## config.mk

```make
export PLATFORM = sky130hd
export DESIGN_NAME = idct4_pipe_flat
export DESIGN_NICKNAME = d
export VERILOG_FILES = /design/src/rtl/idct4_pipe_if.sv /design/src/rtl/idct4_pipe.sv /design/src/flat_wrapper.sv
export SDC_FILE = /design/constraint.sdc
export NUM_CORES = 2
export LEC_CHECK = 0
export ABC_AREA = 1
export BUFFER_PORTS_ARGS = -buffer_cell sky130_fd_sc_hd__buf_2
export CAP_MARGIN = 20
export CORE_MARGIN = 2
export CORE_UTILIZATION = 30
export CTS_BUF_LIST = sky130_fd_sc_hd__clkbuf_8
export CTS_CLUSTER_SIZE = 28
export DETAILED_ROUTE_END_ITERATION = 8
export GPL_TIMING_DRIVEN = 0
export PLACE_DENSITY = 0.44
export SLEW_MARGIN = 25
export SYNTH_ARGS = -nofsm -noshare
export SYNTH_HDL_FRONTEND = slang
export SYNTH_SLANG_ARGS = --single-unit
```

## constraint.sdc

```tcl
create_clock -name clk -period 21.9 [get_ports clk]
set_input_delay 4.38 -clock clk [delete_from_list [all_inputs] [get_ports clk]]
set_output_delay 4.38 -clock clk [all_outputs]
set_load 0.02 [all_outputs]
```

## src/rtl/idct4_pipe_if.sv

```systemverilog
// Stream interface of the 4-point transform core: one 4-sample vector per beat in,
// one 4-sample result vector per beat out.
interface idct4_pipe_if #(
    parameter int DW = 25,
    parameter int OW = 16
);
    // Both sides use valid/ready: a beat moves on a rising edge where valid and ready
    // are both 1; valid and its payload hold until that happens; ready may depend on
    // the state of the receiver but never on the valid it is paired with.
    logic                 in_valid;
    logic                 in_ready;
    logic                 mode;
    logic signed [DW-1:0] d_in_1;
    logic signed [DW-1:0] d_in_2;
    logic signed [DW-1:0] d_in_3;
    logic signed [DW-1:0] d_in_4;
    logic                 out_valid;
    logic                 out_ready;
    logic signed [OW-1:0] d_out_1;
    logic signed [OW-1:0] d_out_2;
    logic signed [OW-1:0] d_out_3;
    logic signed [OW-1:0] d_out_4;

    modport master (
        output in_valid, mode, d_in_1, d_in_2, d_in_3, d_in_4, out_ready,
        input  in_ready, out_valid, d_out_1, d_out_2, d_out_3, d_out_4
    );

    modport slave (
        input  in_valid, mode, d_in_1, d_in_2, d_in_3, d_in_4, out_ready,
        output in_ready, out_valid, d_out_1, d_out_2, d_out_3, d_out_4
    );
endinterface

```

## src/rtl/idct4_pipe.sv

```systemverilog
// Three-stage pipelined 4-point integer transform (inverse or forward per beat),
// with round, shift and saturate on the output and a single global stall.
module idct4_pipe #(
    parameter int DW    = 25,
    parameter int OW    = 16,
    parameter int SHIFT = 7
) (
    input  logic        clk,
    input  logic        reset,
    idct4_pipe_if.slave io
);
    localparam int W = DW + 10;
    localparam logic signed [W-1:0] RND = W'(1) <<< (SHIFT - 1);
    localparam logic signed [W-1:0] HI  = {{(W-OW+1){1'b0}}, {(OW-1){1'b1}}};
    localparam logic signed [W-1:0] LO  = {{(W-OW+1){1'b1}}, {(OW-1){1'b0}}};
    localparam logic signed [W-1:0] K83 = W'(83);
    localparam logic signed [W-1:0] K36 = W'(36);

    function automatic logic signed [OW-1:0] rnd_sat(input logic signed [W-1:0] y);
        logic signed [W-1:0] r;
        r = (y + RND) >>> SHIFT;
        if (r > HI)      rnd_sat = HI[OW-1:0];
        else if (r < LO) rnd_sat = LO[OW-1:0];
        else             rnd_sat = r[OW-1:0];
    endfunction

    // Whole pipeline moves together; an empty output stage never blocks.
    logic adv;
    assign adv         = !io.out_valid || io.out_ready;
    assign io.in_ready = adv;

    logic signed [W-1:0] x0, x1, x2, x3;
    assign x0 = {{(W-DW){io.d_in_1[DW-1]}}, io.d_in_1};
    assign x1 = {{(W-DW){io.d_in_2[DW-1]}}, io.d_in_2};
    assign x2 = {{(W-DW){io.d_in_3[DW-1]}}, io.d_in_3};
    assign x3 = {{(W-DW){io.d_in_4[DW-1]}}, io.d_in_4};

    logic                v1, m1, v2, m2;
    logic signed [W-1:0] a0, a1, a2, a3;
    logic signed [W-1:0] b0, b1, b2, b3;
    logic signed [W-1:0] y0, y1, y2, y3;

    // S1 butterflies; a2/a3 carry the odd inputs in both modes so S2 shares one odd path.
    always_ff @(posedge clk) begin
        if (reset) begin
            v1 <= 1'b0;
        end else if (adv) begin
            v1 <= io.in_valid;
            m1 <= io.mode;
            a0 <= io.mode ? x0 + x3 : x0 + x2;
            a1 <= io.mode ? x1 + x2 : x0 - x2;
            a2 <= io.mode ? x0 - x3 : x1;
            a3 <= io.mode ? x1 - x2 : x3;
        end
    end

    always_ff @(posedge clk) begin
        if (reset) begin
            v2 <= 1'b0;
        end else if (adv) begin
            v2 <= v1;
            m2 <= m1;
            b0 <= m1 ? (a0 + a1) <<< 6 : a0 <<< 6;
            b1 <= m1 ? (a0 - a1) <<< 6 : a1 <<< 6;
            b2 <= a2 * K83 + a3 * K36;
            b3 <= a2 * K36 - a3 * K83;
        end
    end

    // Forward mode reorders (A, B, C, D) into (y0, y2, y1, y3).
    always_comb begin
        y0 = m2 ? b0 : b0 + b2;
        y1 = m2 ? b2 : b1 + b3;
        y2 = m2 ? b1 : b1 - b3;
        y3 = m2 ? b3 : b0 - b2;
    end

    always_ff @(posedge clk) begin
        if (reset) begin
            io.out_valid <= 1'b0;
            io.d_out_1   <= '0;
            io.d_out_2   <= '0;
            io.d_out_3   <= '0;
            io.d_out_4   <= '0;
        end else if (adv) begin
            io.out_valid <= v2;
            io.d_out_1   <= rnd_sat(y0);
            io.d_out_2   <= rnd_sat(y1);
            io.d_out_3   <= rnd_sat(y2);
            io.d_out_4   <= rnd_sat(y3);
        end
    end
endmodule

```

## src/flat_wrapper.sv

```systemverilog
// flat-port wrapper written by rule: the top's interface ports become plain ports
module idct4_pipe_flat 
#(
    parameter int DW    = 25,
    parameter int OW    = 16,
    parameter int SHIFT = 7
)
  (clk, reset, io_in_valid, io_mode, io_d_in_1, io_d_in_2, io_d_in_3, io_d_in_4, io_out_ready, io_in_ready, io_out_valid, io_d_out_1, io_d_out_2, io_d_out_3, io_d_out_4);
  idct4_pipe_if #(.DW(DW), .OW(OW)) io_i ();
  input  logic clk;
  input  logic reset;
  input wire logic [$bits(io_i.in_valid)-1:0] io_in_valid;
  input wire logic [$bits(io_i.mode)-1:0] io_mode;
  input wire logic [$bits(io_i.d_in_1)-1:0] io_d_in_1;
  input wire logic [$bits(io_i.d_in_2)-1:0] io_d_in_2;
  input wire logic [$bits(io_i.d_in_3)-1:0] io_d_in_3;
  input wire logic [$bits(io_i.d_in_4)-1:0] io_d_in_4;
  input wire logic [$bits(io_i.out_ready)-1:0] io_out_ready;
  output wire logic [$bits(io_i.in_ready)-1:0] io_in_ready;
  output wire logic [$bits(io_i.out_valid)-1:0] io_out_valid;
  output wire logic [$bits(io_i.d_out_1)-1:0] io_d_out_1;
  output wire logic [$bits(io_i.d_out_2)-1:0] io_d_out_2;
  output wire logic [$bits(io_i.d_out_3)-1:0] io_d_out_3;
  output wire logic [$bits(io_i.d_out_4)-1:0] io_d_out_4;
  assign io_i.in_valid = io_in_valid;
  assign io_i.mode = io_mode;
  assign io_i.d_in_1 = io_d_in_1;
  assign io_i.d_in_2 = io_d_in_2;
  assign io_i.d_in_3 = io_d_in_3;
  assign io_i.d_in_4 = io_d_in_4;
  assign io_i.out_ready = io_out_ready;
  assign io_in_ready = io_i.in_ready;
  assign io_out_valid = io_i.out_valid;
  assign io_d_out_1 = io_i.d_out_1;
  assign io_d_out_2 = io_i.d_out_2;
  assign io_d_out_3 = io_i.d_out_3;
  assign io_d_out_4 = io_i.d_out_4;
  idct4_pipe #(.DW(DW), .OW(OW), .SHIFT(SHIFT)) u_core (.clk(clk), .reset(reset), .io(io_i));
endmodule
```

==> PnR_summary.wiki <==
{| class="wikitable"
! Metric !! Value
|-
| First-pass GRT wire length || 277000 um
|-
| CP Class || in -> out
|-
| Vertical die dimension || 395 um
|-
| Warnings, synthesis || 0
|-
| Hold endpoint || u_core.io.out_valid
|-
| Worst Max-Slew Pin Slew || 1.07 ns
|-
| Critical Path Start Type || input pin
|-
| Detail-routed via count per cell || 4.83
|-
| Reported max-cap violation count || 0
|-
| Clock slew at the register clock pins of the worst setup and hold paths || 0.06 ns
|-
| Number of post-CTS setup repair buffers || 0
|-
| Critical register-to-register path endpoint || u_core.b2[34]
|-
| Fraction of layout cells with a size suffix above 1 || 9.90%
|-
| Setup TNS || 0 ns
|-
| Final setup violation count || 0
|-
| Ys flop type || edfxtp_1
|-
| Ports || 171
|-
| End-of-flow core utilization || 33.4%
|-
| NetSw || 5.18 mW
|-
| Class of the tightest hold or removal check || reg -> reg
|-
| Worst-case clock skew || 0.0641 ns
|-
| Met3 layer wire length in the routed design || 5050 um
|-
| Cell count after placement || 8919
|-
| Number of global-route vias before repair || 44400
|-
| Sum of met2 wire segment lengths after detailed routing || 92400 um
|-
| Post-synthesis register bit count || 301
|-
| Clock share of power || 6.2%
|-
| Power density over the cells || 172 nW/um2
|-
| Sort of element at the end of the critical path || output port
|-
| Combinational fraction of design power || 79.9%
|-
| Mapped cell area || 46000 um2
|-
| Largest net degree at the start of global routing || 27
|-
| Buffers added on ports || 170
|-
| Pre-CTS WS || 11.21 ns
|-
| Starting utilization of the core area || 30.2%
|-
| Post-route non-filler standard cell count || 9028
|-
| Arr. time, crit path || 6.22 ns
|-
| Vias post-DR || 43600
|-
| Routed length on met1 || 80500 um
|-
| Minimum setup slack among reg-to-reg paths || 13.60 ns
|-
| TritonCTS buffer count || 58
|-
| Final count of hold timing violations || 0
|-
| Reg2reg start || u_core.a3[3]
|-
| Iteration count of the initial detailed-routing pass || 5
|-
| Clock tree from TritonCTS || done
|-
| Net count of the finished layout || 7816
|-
| Half-perimeter wire length after placement || 167000 um
|-
| Leakage power || 25.8 nW
|-
| Final GP Congestion || 1.01
|-
| Number of enable flip-flop cells after synthesis || 234
|-
| Average wire length per cell after detail routing || 20.9 um
|-
| Worst IR drop on VDD || 0.105 mV
|-
| Min-delay src || u_core.v2
|-
| Highest achievable clock rate || 94.3 MHz
|-
| Maximum level of the CTS H-tree || 2
|-
| DRC violations left || 0
|-
| Total wire length || 189000 um
|-
| Post-synthesis sequential area ratio || 18.2%
|-
| Number of distinct library cells after synthesis || 66
|-
| Switching part of the total || 59.2%
|-
| GR Overflow Total || 0
|-
| Internal power contribution || 3.57 mW
|-
| Clock Sink Count || 301
|-
| DRC marker count from the first detailed-route iteration || 2577
|-
| Depth of the worst register-to-register path || 30
|-
| Resize count post-CTS || 0
|-
| Min Tclk post-route || 10.60 ns
|-
| Hold buffers post-CTS || 0
|-
| Initial antenna violation count || 6
|-
| DRT antenna net count || 0
|-
| FFs w/ async S/R, synth || 0%
|-
| Cell count of the worst hold path || 2
|-
| Data required time of the critical path || 17.52 ns
|-
| Worst Slack Setup Final || 11.30 ns
|-
| Count of pins over their slew limit || 0
|-
| Area enclosed by the die boundary || 156000 um2
|-
| Bufs on Longest Clock Path || 3
|-
| Final Cycle Share || 48.4%
|-
| Maximum fanout count along the critical path || 10
|-
| Post-Synthesis Net Count || 7574
|-
| Post-Syn Instances || 6707
|-
| Root cell of the clock tree || clkbuf_8
|-
| Post-synthesis average cell area || 6.85 um2
|-
| Fin Hold WS || 0.446 ns
|-
| Global-route total usage across every layer || 23.8%
|-
| Max-Slew Margin vs Limit || 27.9%
|-
| Area delta synth->final || 10.4%
|-
| Clock network latency to the later pin of the worst-skew pair || 0.76 ns
|-
| Relative contribution of sequential cells to total power || 13.9%
|-
| Highest routed layer || met5
|-
| Width of the chip || 395 um
|-
| CORE AREA || 152000 um2
|-
| Status || complete, no violations
|-
| Unrepaired setup endpoints after global routing || false
|-
| Placement row count || 143
|}
[per-stage QoR]
| step | instance area, um2 | power, mW |
|---|---|---|
| 2_1_floorplan | 46000 | 5.89 |
| 3_3_place_gp | 49400 | 8.20 |
| 3_5_place_dp | 49600 | 8.22 |
| 4_1_cts | 50700 | 8.81 |
| 5_1_grt | 50800 | 9.63 |
| 6_report | 50800 | 8.75 |
[layout by cell type, fill, tap and decap left out, types with 7 or more instances in the layout]
cell type,netlist,routed
nor2_4,21,22
a21o_1,17,17
inv_2,40,40
fa_1,161,161
a21oi_1,451,451
o21ai_0,377,376
edfxtp_1,234,234
nor2_8,7,7
a31oi_1,33,33
buf_12,1,8
inv_1,1084,1100
nand2_4,13,13
nand2_2,68,68
or2_2,53,53
buf_6,15,15
xor2_1,199,199
xnor2_1,83,83
o21ai_1,28,27
clkinv_2,1,9
clkbuf_8,0,65
o21bai_1,30,30
nand2_1,1644,1644
nand4_1,91,91
nor3_1,44,44
clkinv_1,6,13
nand3_2,31,31
a21oi_2,44,44
a21boi_0,26,25
buf_2,28,198
nor2_1,528,526
dfxtp_1,67,67
nor2_2,44,45
buf_4,28,28
clkbuf_1,87,86
o221ai_1,7,7
o21a_1,12,12
o21ai_2,5,7
nand3_1,416,416
ha_1,601,601
nand3b_1,13,13
[logic make-up after synthesis]
| family | synth area share [%] |
|---|---|
| AOI/OAI and AO/OA | 13.0 |
| xor gates and xnor gates | 5.44 |
| adders and majority gates | 23.4 |
| buffers and inverters | 11.2 |
| DFF | 18.2 |
| muxes | 0.0218 |
| and+or+nand+nor | 28.8 |
[area by class of cell]
type / count / area [um2]
clock inverters: 39 / 208
repair buffers: 182 / 1120
plain buffers: 160 / 882
multi-input cells: 5114 / 32500
flip-flops and latches: 301 / 8370
clock buffers: 65 / 895
fillers: 16900 / 101000
well taps: 2030 / 2540
inverters: 1132 / 4260
diodes: 5 / 12.5
[Yosys cell counts, types with 7 or more instances]
master | n | share of area [%]
dfxtp_1 | 67 | 2.9
nand4_1 | 91 | 1.2
o21a_1 | 12 | 0.20
edfxtp_1 | 234 | 15
nor3_1 | 44 | 0.48
nand2_2 | 68 | 0.93
o21bai_1 | 30 | 0.49
xnor2_1 | 83 | 1.6
o21ai_1 | 28 | 0.30
buf_2 | 28 | 0.30
buf_4 | 28 | 0.46
nor2_4 | 21 | 0.51
o221ai_1 | 7 | 0.13
a21o_1 | 17 | 0.28
nand2_4 | 13 | 0.32
a21oi_1 | 451 | 4.9
inv_2 | 40 | 0.33
o21ai_0 | 377 | 4.1
nor2_1 | 528 | 4.3
a21oi_2 | 44 | 0.84
clkbuf_1 | 87 | 0.71
nor2_2 | 44 | 0.60
nand3_2 | 31 | 0.67
inv_1 | 1084 | 8.9
nand3b_1 | 13 | 0.21
ha_1 | 601 | 16
nor2_8 | 7 | 0.30
buf_6 | 15 | 0.37
a31oi_1 | 33 | 0.45
a21boi_0 | 26 | 0.42
xor2_1 | 199 | 3.8
nand3_1 | 416 | 4.5
fa_1 | 161 | 7.0
nand2_1 | 1644 | 13
or2_2 | 53 | 0.72
[routing by layer]
| metal | track usage (%) | vias to the layer above |
|---|---|---|
| li1 | - | 22200 |
| met3 | 1.51 | 278 |
| met4 | 12.2 | 4 |
| met2 | 42.8 | 848 |
| met1 | 28.3 | 20300 |
| met5 | 0 | - |
[worst max-delay path, cell delays in order]
cell and delay (ns):
buf_2 0.08, nor2_2 0.09, buf_8 0.17, inv_1 0.25, clkbuf_1 0.61, clkbuf_1 0.38, buf_2 0.24
[power by group through the flow]
stage	logic (mW)	clock network [mW]	registers [mW]
after floorplan	4.70	0	1.19
after global placement	6.96	0	1.24
after detailed placement	7.00	0	1.23
after CTS	7.03	0.567	1.22
after global routing	7.81	0.586	1.24
final	6.99	0.546	1.21
[how the worst max path moves through the flow]
stage	start	end	slack, ns	depth (start not counted)
after floorplan	io_out_ready	u_core.a0[0]	6.71	2
after global placement	io_out_ready	u_core.a2[0]	1.33	3
after detailed placement	io_out_ready	io_in_ready	11.21	7
after CTS	io_out_ready	io_in_ready	11.21	7
after global routing	io_out_ready	io_in_ready	11.13	7
final	io_out_ready	io_in_ready	11.30	7
[flip-flops by register name, summed over array words and instances, names as in the netlist]
name                 cells
u_core.a2               26
u_core.a3               26
u_core.b2               35
u_core.b0               29
u_core.b1               29
u_core.io.d_out_3       16
u_core.a1               26
u_core.v2                1
u_core.m2                1
u_core.b3               35
u_core.io.out_valid      1
u_core.io.d_out_1       16
u_core.m1                1
u_core.io.d_out_4       16
u_core.a0               26
u_core.v1                1
u_core.io.d_out_2       16
Power figures use the tool's default switching activity.
